--- config.mk ---
export PLATFORM = sky130hd
export DESIGN_NAME = risc_debug_stimgen
export DESIGN_NICKNAME = d
export VERILOG_FILES = /design/src/rtl/risc_debug_pkg.sv /design/src/rtl/risc_debug_sw_sync.sv /design/src/rtl/risc_debug_stimgen.sv
export SDC_FILE = /design/constraint.sdc
export NUM_CORES = 1
export LEC_CHECK = 0
export BUFFER_PORTS_ARGS = -buffer_cell sky130_fd_sc_hd__buf_2
export CAP_MARGIN = 0
export CORE_MARGIN = 8
export CORE_UTILIZATION = 29
export CTS_CLUSTER_SIZE = 12
export DETAILED_ROUTE_END_ITERATION = 7
export SETUP_SLACK_MARGIN = 0.1
export SLEW_MARGIN = 20
export SYNTH_ARGS = -nofsm -noshare
export SYNTH_HDL_FRONTEND = slang
export SYNTH_HIERARCHICAL = 1
export SYNTH_SLANG_ARGS = --single-unit
--- constraint.sdc ---
create_clock -name i_clock -period 12.9 [get_ports i_clock]
set_input_delay 0 -clock i_clock [delete_from_list [all_inputs] [get_ports i_clock]]
set_output_delay 0 -clock i_clock [all_outputs]
set_load 0.005 [all_outputs]
--- src/rtl/risc_debug_pkg.sv ---
// Shared types and constants for the RISC-V VGA debug display and its stimulus generator.
package risc_debug_pkg;

    typedef enum logic [2:0] {
        MODE_ADD,
        MODE_ROTL,
        MODE_XOR,
        MODE_LFSR,
        MODE_HOLD
    } ch_mode_e;

    typedef enum logic [1:0] {
        ST_RUN,
        ST_PAUSED,
        ST_STEP
    } dbg_state_e;

    localparam logic [31:0] DEFAULT_PC    = 32'h0000_0000;
    localparam logic [31:0] DEFAULT_INSTR = 32'h0000_0013;  // addi x0,x0,0 (nop)

endpackage

--- src/rtl/risc_debug_sw_sync.sv ---
// Two-flop synchroniser for a board switch, followed by a rising-edge detector.
module risc_debug_sw_sync (
    input  logic i_clk,
    input  logic i_rst,
    input  logic i_sw,
    output logic o_level,
    output logic o_rise
);

    logic r_meta;
    logic r_sync;
    logic r_prev;

    always_ff @(posedge i_clk or posedge i_rst) begin
        if (i_rst) begin
            r_meta <= 1'b0;
            r_sync <= 1'b0;
            r_prev <= 1'b0;
        end else begin
            r_meta <= i_sw;
            r_sync <= r_meta;
            r_prev <= r_sync;
        end
    end

    assign o_level = r_sync;
    assign o_rise  = r_sync & ~r_prev;

endmodule

--- src/rtl/risc_debug_stimgen.sv ---
// Stimulus generator standing in for a core: NUM_CH evolving channels plus cycle and
// update counters, with run / pause / single-step / reload control from board switches.
//
//   state     | meaning
//   ST_RUN    | channels update on every run tick
//   ST_PAUSED | no tick updates; waiting for a step edge or un-pause
//   ST_STEP   | one update this cycle, then back to ST_PAUSED
module risc_debug_stimgen
    import risc_debug_pkg::*;
#(
    parameter int                             NUM_CH      = 6,
    parameter int                             WIDTH       = 32,
    parameter int                             PERIOD_LOG2 = 20,
    parameter logic [NUM_CH-1:0][WIDTH-1:0]   CH_INIT     = {NUM_CH{WIDTH'(0)}},
    parameter logic [NUM_CH-1:0][WIDTH-1:0]   CH_STEP     = {NUM_CH{WIDTH'(1)}},
    parameter logic [NUM_CH-1:0][2:0]         CH_MODE     = {NUM_CH{MODE_ADD}}
) (
    input  logic                           i_clock,
    input  logic                           i_sw0,
    input  logic                           i_sw1,
    input  logic                           i_sw2,
    input  logic                           i_sw3,
    output logic [NUM_CH-1:0][WIDTH-1:0]   o_ch_data,
    output logic [WIDTH-1:0]               o_clock_counter,
    output logic [WIDTH-1:0]               o_step_count,
    output logic                           o_update_strobe,
    output logic                           o_paused
);

    logic             w_sw1_level;
    logic             w_sw1_rise;
    logic             w_sw2_rise;
    logic             w_sw3_rise;
    logic             w_tick;
    logic             w_update_req;
    logic             w_update;

    dbg_state_e       r_state;
    logic             r_paused;
    logic             r_step_kill;
    logic [WIDTH-1:0] r_clock_counter;
    logic [WIDTH-1:0] r_step_count;
    logic             r_update_strobe;

    risc_debug_sw_sync u_sync_sw1 (
        .i_clk   (i_clock),
        .i_rst   (i_sw0),
        .i_sw    (i_sw1),
        .o_level (w_sw1_level),
        .o_rise  (w_sw1_rise)
    );

    risc_debug_sw_sync u_sync_sw2 (
        .i_clk   (i_clock),
        .i_rst   (i_sw0),
        .i_sw    (i_sw2),
        .o_level (),
        .o_rise  (w_sw2_rise)
    );

    risc_debug_sw_sync u_sync_sw3 (
        .i_clk   (i_clock),
        .i_rst   (i_sw0),
        .i_sw    (i_sw3),
        .o_level (),
        .o_rise  (w_sw3_rise)
    );

    assign w_tick       = &r_clock_counter[PERIOD_LOG2-1:0];
    assign w_update_req = ((r_state == ST_RUN) && w_tick) || (r_state == ST_STEP);
    // A reload seen together with the step request still cancels that step one cycle later.
    assign w_update     = w_update_req && !w_sw3_rise && !r_step_kill;

    always_ff @(posedge i_clock or posedge i_sw0) begin
        if (i_sw0) begin
            r_state         <= ST_RUN;
            r_paused        <= 1'b0;
            r_step_kill     <= 1'b0;
            r_clock_counter <= '0;
            r_step_count    <= '0;
            r_update_strobe <= 1'b0;
        end else begin
            r_clock_counter <= r_clock_counter + WIDTH'(1);
            r_update_strobe <= w_update;
            if (w_update) begin
                r_step_count <= r_step_count + WIDTH'(1);
            end
            case (r_state)
                ST_RUN: begin
                    if (w_sw1_level) begin
                        r_state  <= ST_PAUSED;
                        r_paused <= 1'b1;
                    end
                end
                ST_PAUSED: begin
                    if (!w_sw1_level) begin
                        r_state  <= ST_RUN;
                        r_paused <= 1'b0;
                    end else if (w_sw2_rise) begin
                        r_state     <= ST_STEP;
                        r_step_kill <= w_sw3_rise;
                    end
                end
                ST_STEP: begin
                    r_state     <= ST_PAUSED;
                    r_step_kill <= 1'b0;
                end
                default: begin
                    r_state     <= ST_RUN;
                    r_paused    <= 1'b0;
                    r_step_kill <= 1'b0;
                end
            endcase
        end
    end

    for (genvar g = 0; g < NUM_CH; g++) begin : g_ch
        logic [WIDTH-1:0] r_val;
        logic [WIDTH-1:0] w_next;

        always_comb begin
            w_next = r_val;
            case (CH_MODE[g])
                MODE_ADD:  w_next = r_val + CH_STEP[g];
                MODE_ROTL: w_next = {r_val[WIDTH-2:0], r_val[WIDTH-1]};
                MODE_XOR:  w_next = r_val ^ CH_STEP[g];
                MODE_LFSR: begin
                    // The all-zero state would lock up a Galois LFSR forever.
                    if (r_val == '0) begin
                        w_next = WIDTH'(1);
                    end else if (r_val[0]) begin
                        w_next = (r_val >> 1) ^ CH_STEP[g];
                    end else begin
                        w_next = r_val >> 1;
                    end
                end
                default:   w_next = r_val;
            endcase
        end

        always_ff @(posedge i_clock or posedge i_sw0) begin
            if (i_sw0) begin
                r_val <= CH_INIT[g];
            end else if (w_sw3_rise) begin
                r_val <= CH_INIT[g];
            end else if (w_update) begin
                r_val <= w_next;
            end
        end

        assign o_ch_data[g] = r_val;
    end

    assign o_clock_counter = r_clock_counter;
    assign o_step_count    = r_step_count;
    assign o_update_strobe = r_update_strobe;
    assign o_paused        = r_paused;

endmodule

==> results.md, run 1 <==
- CTS tree: yes
- Slew Limit Fails: 0
- Clk sinks: 269
- GR Util met2: 0.245
- Layout cells sized above 1: 0.221
- CTS H-tree lvls: 2
- Max-slew headroom: 0.281
- Comb pwr share: 0.037
- Crit-path slowest cell: buf_4
- WP buf/inv: 3
- CP required: 13.30 ns
- Crit-path cells: nor2b_4 > buf_4 > or3_1 > nor2_1 > a31oi_4 > buf_12 > inv_2 > and3_1 > xor2_1
- DRC errors left: 0
- Net count reported at finish: 1670
- Sequential power share: 0.442
- Initial antenna violation count: 1
- Global Route met1 Usage: 0.208
- Worst Path Max Fanout: 223
- Final GP Congestion: between 0.8 and 0.9
- Syn Area/Cell: 9.59 um^2
- Antenna diode count: 0
- Dpl hpwl: 29900 um
- Syn nets: 1442
- Iter 0 DRT Violations: 841
- Clk pwr share: 0.521
- Vias in the first global route: 11900
- Vias: 12700
- Gr busiest metal: met2
- Antenna Nets Post-Route: 0
- Fin crit period: 4.21 ns
- Die Height: ~230 um
- Final instance area: about 17000 um^2
- Yosys warning count: 6
- Fin Setup TNS: 0 ns
- PortBufs: around 260
- Tightest Pin Transition: roughly 1.1 ns
- Power Density: 116 nW/um^2
- RSZ-0062 raised after global routing: false
- Worst-Skew Late Latency: ~0.54 ns
- Setup violations, final: 0
- Area growth from synthesis to layout: 22.6%
- Static Leak: 0.00734 uW
- Congestion Overflow GR: 0
- Final wirelength: between 40000 and 50000 um
- Wire per inst: approximately 19 um
- Final cell count without fillers: 2289
- Initial Util: 0.294
- Crit share post-route: 0.327
- CTS Buffer Depth: 3
- Avg Vias per Cell: 5.54
- Crit Path Class: flip-flop to flip-flop
- Met3 usage: 0.0412
- Total power: approximately 1900 uW
- Outcome: finished, final reports clean
- Core footprint: 46600 um^2
- P_sw: 454 uW
- Pin count of the biggest net entering global routing: 224
- CP arrival: 4.62 ns
- DIE AREA: 54500 um^2
- CTS Root Buffer Type: clkbuf_16
- Placement Rows: between 70 and 80
- Internal power: 1500 uW
- FF-to-FF setup slack: 8.69 ns
- Crit path largest cell delay: 0.76 ns
- VDD IR-drop max: 0.0000943 V
- 1st-pass router iterations: 5
- Reg clk slew, reported paths: 0.06 ns
- CTS resizes: 0
- Fmax: 237 MHz
- Startpoint types: flip-flop
- GR Util All Layers: 0.157
- Final Core Density: 0.361
- Die width: 233 um
- Placed cells: 2222
- Syn Inst Count: 1429
- First-pass GRT wire length: 69500 um
- Max_cap viols: 0
- Mapped cell area: 13700 um^2
- I/O pins: 263
- CTS buffer count: 35
- Worst Hold Class: primary input to flip-flop
- CP endpoint kind: flip-flop
- Critical path's top delay family: buffers and inverters
- Switch share: 0.233
- Placed Area: 15500 um^2
- Fin. Hold Viols: 0
- Final Skew: 0.0230 ns
placed cells by master, fill, tap and decap left out, drive strengths merged, types with 50 or more instances in the layout:
cell type	instances
buf	272
dfrtp	269
a21oi	131
nand2	124
nand3	98
nand4	79
or4	63
o31ai	62
o21ai	56
nor2	52
or3	51
clkbuf	50
cell type report:
class	count	area (um^2)
fillers	4680	29800
flip-flops and latches	269	6730
multi-input cells	1039	6520
repair buffers	277	1450
clock buffers	50	1010
well taps	607	759
clock inverters	12	179
inverters	35	139
power by group through the flow:
stage / combinational [uW] / sequential [uW] / clock [uW]
global placement: 71.8 / 876 / 0
finish: 71.8 / 862 / 1020
floorplan: 43.6 / 875 / 0
CTS: 74.7 / 861 / 1050
global route: 81.5 / 862 / 1090
detailed placement: 73.4 / 877 / 0
final timing paths:
kind | start | to | cells past startpoint
worst max-delay path | u_sync_sw3/r_prev | o_step_count[9] | 9
worst min-delay path | i_sw2 | u_sync_sw2/r_meta | 2
worst max register to register | u_sync_sw3/r_prev | o_step_count[9] | 9
worst min register to register | u_sync_sw2/r_meta | u_sync_sw2/o_level | 0
max in group asynchronous | i_sw0 | g_ch[4].r_val[24] | 5
min in group asynchronous | i_sw0 | g_ch[3].r_val[3] | 3
sequential cells by signal (all words and copies together) (netlist names):
signal and flops:
g_ch.r_val 192, o_clock_counter 32, o_step_count 32, r_state 2, o_paused 1, o_update_strobe 1, r_step_kill 1, u_sync_sw1/o_level 1
u_sync_sw1/r_meta 1, u_sync_sw2/o_level 1, u_sync_sw2/r_meta 1, u_sync_sw2/r_prev 1, u_sync_sw3/o_level 1, u_sync_sw3/r_meta 1, u_sync_sw3/r_prev 1
per-stage QoR:
stage               hold WS [ns]  setup WS [ns]
floorplan                 -0.259           5.72
global placement         -0.0474           8.68
detailed placement       -0.0477           8.51
CTS                       0.0843           8.52
global route               0.113           8.28
finish                     0.123           8.69
per-layer routing:
metal	share of wire	vias to the layer above
met4	0.026	2
met3	0.079	64
met5	0.00029	-
li1	-	5898
met1	0.44	6353
met2	0.46	372
what timing repair did:
action                                 in CTS  in global routing
buffers inserted                            0                  0
hold buffers                                5                  0
endpoints found under the hold margin     125                  0
(Power assumes the default switching activity.)
==> run 2: changes to the inputs <==
==> constraint.sdc (replaced) <==
create_clock -name i_clock -period 4.24 [get_ports i_clock]
set_input_delay 0 -clock i_clock [delete_from_list [all_inputs] [get_ports i_clock]]
set_output_delay 0 -clock i_clock [all_outputs]
set_load 0.005 [all_outputs]
==> results.md, run 2 (synthesis gave the netlist of run 1 again) <==
- Die width: 233 um (unchanged)
- Worst Hold Class: primary input to asynchronous set/reset pin
- Final hold slack: 0.152 ns (+0.0291 ns)
- Placement Rows: 79 (unchanged)
- DRC errors left: 0 (unchanged)
- Crit-path slowest cell: a21oi_4
- Vias in the first global route: 11900 (-0.30%)
- 1st-pass router iterations: 5 (unchanged)
- Antenna Nets Post-Route: 0 (unchanged)
- Final wirelength: 44100 um (-0.29%)
- Postcts setup bufs: 0 (unchanged)
- Layout fillers: 4619 (-1.3%)
- CP arrival: 3.36 ns (-1.26 ns)
- FF-to-FF setup slack: 1.27 ns (-7.42 ns)
- Tightest Pin Transition: 0.998 ns (-0.0712 ns)
- Die Height: 233 um (unchanged)
- Fmax: 337 MHz (+42%)
- Startpoint types: flip-flop
- CTS buffer count: 34 (-2.9%)
- Initial antenna violation count: 0 (-1)
- PortBufs: 262 (unchanged)
- Net count reported at finish: 1675 (+0.30%)
- Pin count of the biggest net entering global routing: 171 (-24%)
- CTS tree: yes
- CTS Root Buffer Type: clkbuf_16
- Critical Path Source: o_clock_counter[14]
- Congestion Overflow GR: 0 (unchanged)
- Core footprint: 46600 um^2 (unchanged)
- Iter 0 DRT Violations: 782 (-7.0%)
- VDD IR-drop max: 0.000253 V (+170%)
- Max reg flops: 192 (unchanged)
- Setup violations, final: 0 (unchanged)
- Biggest register: g_ch.r_val
- RSZ-0062 raised after global routing: false
- DIE AREA: 54500 um^2 (unchanged)
- Static Leak: 0.00736 uW (+0.29%)
- Final Skew: 0.0196 ns (-0.00342 ns)
- Initial Util: 0.294 (unchanged)
- Fin Setup TNS: 0 ns (unchanged)
- Outcome: finished, final reports clean
- CP endpoint kind: flip-flop
- CP required: 4.62 ns (-8.68 ns)
- Most frequent cells in the layout: 269 x dfrtp_1, 262 x buf_2, 130 x a21oi_1, 124 x nand2_1, 98 x nand3_1
- Clk sinks: 269 (unchanged)
- Antenna diode count: 0 (unchanged)
- Commonest non-fill, non-tap cell in the layout: dfrtp_1
- Vias: 12600 (-0.61%)
- Total power: 5830 uW (+200%)
- Crit path largest cell delay: 0.74 ns (-0.02 ns)
- Crit share post-route: 0.701 (+0.374)
- Worst Path Max Fanout: 67 (-70%)
- Fin. Hold Viols: 0 (unchanged)
- CTS H-tree lvls: 2 (unchanged)
- Power Density: 346 nW/um^2 (+200%)
- Reg clk slew, reported paths: 0.06 ns (about the same)
- Slew Limit Fails: 0 (unchanged)
- Final Core Density: 0.362 (+0.00129)
- Worst-Skew Late Latency: 0.52 ns (-0.02 ns)
- Dpl hpwl: 30000 um (+0.41%)
- Avg Vias per Cell: 5.50 (-0.74%)
- First-pass GRT wire length: 69000 um (-0.73%)
- GR Util All Layers: 0.155 (-0.00131)
- Crit Path Class: flip-flop to flip-flop
- Cell repeated most along the worst path: and4_1
- Wire per inst: 19.2 um (-0.42%)
- Reg-to-Reg Start: o_clock_counter[14]
- I/O pins: 263 (unchanged)
- CTS Buffer Depth: 3 (unchanged)
- Final GP Congestion: 0.806 (-1.1%)
- Layout cells sized above 1: 0.226 (+0.00495)
- Max_cap viols: 0 (unchanged)
- Max-slew headroom: 0.329 (+0.0479)
- Area growth from synthesis to layout: 23.0%
- Fin crit period: 2.97 ns (-1.24 ns)
- Crit-path cells: and4_1 > and4_1 > a21oi_4 > buf_4 > nor3_1 > mux2i_1
-- run 2: routing by layer --
metal | GRT usage | wire length, um | share of wire
met1 | 0.213 | 19700 | 0.45
met2 | 0.240 | 20200 | 0.46
met3 | 0.0364 | 3070 | 0.070
met4 | 0.0495 | 1120 | 0.025
met5 | 0 | 0 | 0
-- run 2: per-stage QoR --
step | worst slack [ns] | std cells | instance area [um^2]
final | 1.27 | 2292 | 16900
after global routing | 0.991 | 2292 | 16900
after floorplan | 0.798 | 1429 | 13700
after global placement | 1.41 | 2227 | 15600
after detailed placement | 1.31 | 2227 | 15600
after CTS | 1.28 | 2291 | 16800
-- run 2: report_power, final --
| group | switching (uW) | leakage, uW | internal [uW] |
|---|---|---|---|
| logic | 175 | 0.00308 | 53.6 |
| clock network | 1150 | 0.000564 | 1830 |
| registers | 32.2 | 0.00372 | 2590 |
-- run 2: area by class of cell --
class	instances	area, um^2	share of cell area
timing repair buffer	283	1550	0.0920
inverter	35	135	0.00802
clock buffer	47	1000	0.0594
tap	607	759	0.0451
sequential	269	6730	0.399
clock inverter	12	144	0.00854
multi-input combinational	1039	6530	0.388
-- run 2: path summary, 6_finish.rpt --
| check | end | cells past startpoint |
|---|---|---|
| setup / recovery | g_ch[4].r_val[25] | 6 |
| hold / removal | g_ch[5].r_val[20] | 4 |
| setup reg to reg | g_ch[4].r_val[25] | 6 |
| hold reg to reg | u_sync_sw3/o_level | 0 |
| max in group asynchronous | g_ch[1].r_val[24] | 5 |
| min in group i_clock | u_sync_sw1/r_meta | 2 |
-- run 2: repair_timing --
action,in CTS,in global routing
hold buffers,5,0
hold endpoints to repair,229,0
resized for setup,0,0
-- run 2: worst max-delay path, delay by kind of cell (launching register included) --
| kind | cells | cell delay, ns |
|---|---|---|
| flops | 1 | 0.45 |
| simple gates | 3 | 0.80 |
| compound gates | 1 | 0.74 |
| mux | 1 | 0.15 |
| buf+inv | 1 | 0.63 |
==> run 3: changes to the inputs <==
--- a/config.mk
+++ b/config.mk
@@ -5,6 +5,7 @@
 export SDC_FILE = /design/constraint.sdc
 export NUM_CORES = 1
 export LEC_CHECK = 0
+export ABC_AREA = 1
 export BUFFER_PORTS_ARGS = -buffer_cell sky130_fd_sc_hd__buf_2
 export CAP_MARGIN = 0
 export CORE_MARGIN = 8
==> constraint.sdc (replaced) <==
create_clock -name i_clock -period 3.1 [get_ports i_clock]
set_input_delay 0 -clock i_clock [delete_from_list [all_inputs] [get_ports i_clock]]
set_output_delay 0 -clock i_clock [all_outputs]
set_load 0.005 [all_outputs]
==> results.md, run 3 <==
- Outcome: finished, final reports clean
- I/O pins: 263 (unchanged)
- Placement Rows: 90 (+14%)
- Clk pwr share: 0.521 (+0.010)
- 1st-pass router iterations: 5 (unchanged)
- Clk sinks: 269 (unchanged)
- Final worst slack: 0.792 ns (-0.478 ns)
- Final hold slack: 0.0872 ns (-0.0646 ns)
- Setup violations, final: 0 (unchanged)
- Fin. Hold Viols: 0 (unchanged)
- CTS tree: yes
- Static Leak: 0.0103 uW (+40%)
- CP arrival: 2.70 ns (-0.66 ns)
- VDD IR-drop max: 0.000323 V (+28%)
- Initial antenna violation count: 0 (unchanged)
- Layout fillers: 6592 (+43%)
- Final instance area: 20900 um^2 (+24%)
- RSZ-0062 raised after global routing: false
- Iter 0 DRT Violations: 1276 (+63%)
- Tightest Pin Transition: 0.812 ns (-0.186 ns)
- Mapped cell area: 17500 um^2 (+28%)
- Crit-path slowest cell: dfrtp_1
- DIE AREA: 68400 um^2 (+26%)
- Crit path largest cell delay: 0.38 ns (-0.36 ns)
- Fin crit period: 2.31 ns (-0.662 ns)
- Yosys warning count: 6 (unchanged)
- Max-slew headroom: 0.457 (+0.128)
- Final GP Congestion: 0.911 (+13%)
- Total power: 8210 uW (+41%)
- Area growth from synthesis to layout: 19.7%
- Worst Path Max Fanout: 116 (+73%)
- Antenna diode count: 0 (unchanged)
- Pin count of the biggest net entering global routing: 151 (-12%)
- Max_cap viols: 0 (unchanged)
- Power Density: 393 nW/um^2 (+14%)
- Syn nets: 2775 (+92%)
- Cell repeated most along the worst path: nand2_1
- CP endpoint kind: flip-flop
- Comb pwr share: 0.043 (+0.004)
- Pre-CTS WS: 0.831 ns (-0.475 ns)
- Dpl hpwl: 41600 um (+39%)
- Net count reported at finish: 3016 (+80%)
- CTS Root Buffer Type: clkbuf_16
- Final Skew: 0.0277 ns (+0.00812 ns)
- Commonest non-fill, non-tap cell in the layout: nand2_1
- GR Util All Layers: 0.171 (+0.0153)
- Register area: 6730 um^2 (unchanged)
- CTS resizes: 0 (unchanged)
- Wire per inst: 15.4 um (-20%)
- Vias: 17800 (+41%)
- Final Core Density: 0.348 (-0.0137)
- Internal power: 6200 uW (+39%)
- CP required: 3.49 ns (-1.13 ns)
- Core footprint: 60000 um^2 (+29%)
- Switch share: 0.245 (+0.0121)
- Die Height: 261 um (+12%)
- Reg clk slew, reported paths: 0.05 ns (about the same)
- Slew Limit Fails: 0 (unchanged)
- CTS H-tree lvls: 2 (unchanged)
- Biggest register: g_ch.r_val
- Most frequent cells in the layout: 1134 x nand2_1, 542 x nor2_1, 316 x nand3_1, 269 x dfrtp_1, 262 x buf_2
- Crit share post-route: 0.745 (+0.0440)
- PortBufs: 262 (unchanged)
- Final wirelength: 58500 um (+33%)
- Syn Inst Count: 2762 (+93%)
- Multi-input gate area: 9590 um^2 (+47%)
- Congestion Overflow GR: 0 (unchanged)
- Placed Area: 19700 um^2 (+26%)
- Worst Hold Class: primary input to flip-flop
- Layout cells sized above 1: 0.117 (-0.109)
- Die width: 261 um (+12%)
- CTS buffer count: 37 (+8.8%)
- Syn Area/Cell: 6.33 um^2 (-34%)
- Avg Vias per Cell: 4.68 (-15%)
- Crit-path cells: ha_1 > nand2_1 > nor2_1 > nand2_2 > nor2_2 > nand2_1 > nand2_1 > nand2_8 > buf_12 > nand3_1 > o21ai_0
- First-pass GRT wire length: 94600 um (+37%)
- Startpoint types: flip-flop
- Worst-Skew Late Latency: 0.56 ns (+0.04 ns)
- Fmax: 433 MHz (+29%)
- DRC errors left: 0 (unchanged)
- Initial Util: 0.291 (-0.00319)
- CTS Buffer Depth: 3 (unchanged)
- Max reg flops: 192 (unchanged)
- Antenna Nets Post-Route: 0 (unchanged)
- Vias in the first global route: 17200 (+44%)
- P_sw: 2010 uW (+48%)
- Crit Path Class: flip-flop to flip-flop
- Sequential power share: 0.436 (-0.014)
run 3: cell count changes in the layout (fill, tap and decap cells not counted), sizes merged, moves of 45 or more:
cell   delta
a21oi   -128
xor2     +45
nor2    +493
nand4    -71
or4      -63
nand3   +218
inv     +159
nand2  +1013
o31ai    -62
or3      -51
run 3: cell type report:
type | instances | area share
timing repair buffer | 288 | 0.0798
multi-input combinational | 2213 | 0.459
sequential | 269 | 0.322
clock buffer | 54 | 0.0512
tap | 782 | 0.0468
clock inverter | 11 | 0.00646
inverter | 194 | 0.0352
run 3: stage by stage:
stage	TNS, ns	cells
final	0	3811
after global routing	0	3811
after CTS	0	3811
after detailed placement	0	3741
after global placement	0	3741
after floorplan	-89.15	2762
run 3: what timing repair did:
| action | CTS | global route |
|---|---|---|
| setup buffers | 0 | 0 |
| hold endpoints to repair | 36 | 0 |
| hold buffers | 5 | 0 |
run 3: critical path: cells and delay by family (launching register included):
| family | cells | cell delay, ns |
|---|---|---|
| simple gates | 8 | 1.03 |
| flops | 1 | 0.38 |
| buf+inv | 1 | 0.24 |
| fa+ha+maj | 1 | 0.21 |
| compound gates | 1 | 0.10 |
run 3: per-layer routing:
metal | global-route usage | routed length [um]
met1 | 0.227 | 26800
met3 | 0.0322 | 3570
met2 | 0.276 | 26600
met5 | 0 | 0
met4 | 0.0582 | 1530
run 3: worst paths after layout:
path / cells after the start / to / slack [ns] / from
setup / recovery: 11 / g_ch[2].r_val[6] / 0.79 / o_clock_counter[0]
hold / removal: 2 / u_sync_sw2/r_meta / 0.09 / i_sw2
setup reg to reg: 11 / g_ch[2].r_val[6] / 0.79 / o_clock_counter[0]
hold reg to reg: 0 / u_sync_sw2/o_level / 0.35 / u_sync_sw2/r_meta
max in group asynchronous: 4 / g_ch[1].r_val[21] / 2.06 / i_sw0
min in group asynchronous: 3 / o_paused / 0.16 / i_sw0
run 3: power by group through the flow:
| stage | sequential, uW | combinational, uW | clock, uW |
|---|---|---|---|
| 6_report | 3580 | 356 | 4280 |
| 5_1_grt | 3580 | 403 | 4580 |
| 4_1_cts | 3580 | 369 | 4440 |
| 3_5_place_dp | 3640 | 363 | 0 |
| 3_3_place_gp | 3640 | 362 | 0 |
| 2_1_floorplan | 3640 | 226 | 0 |
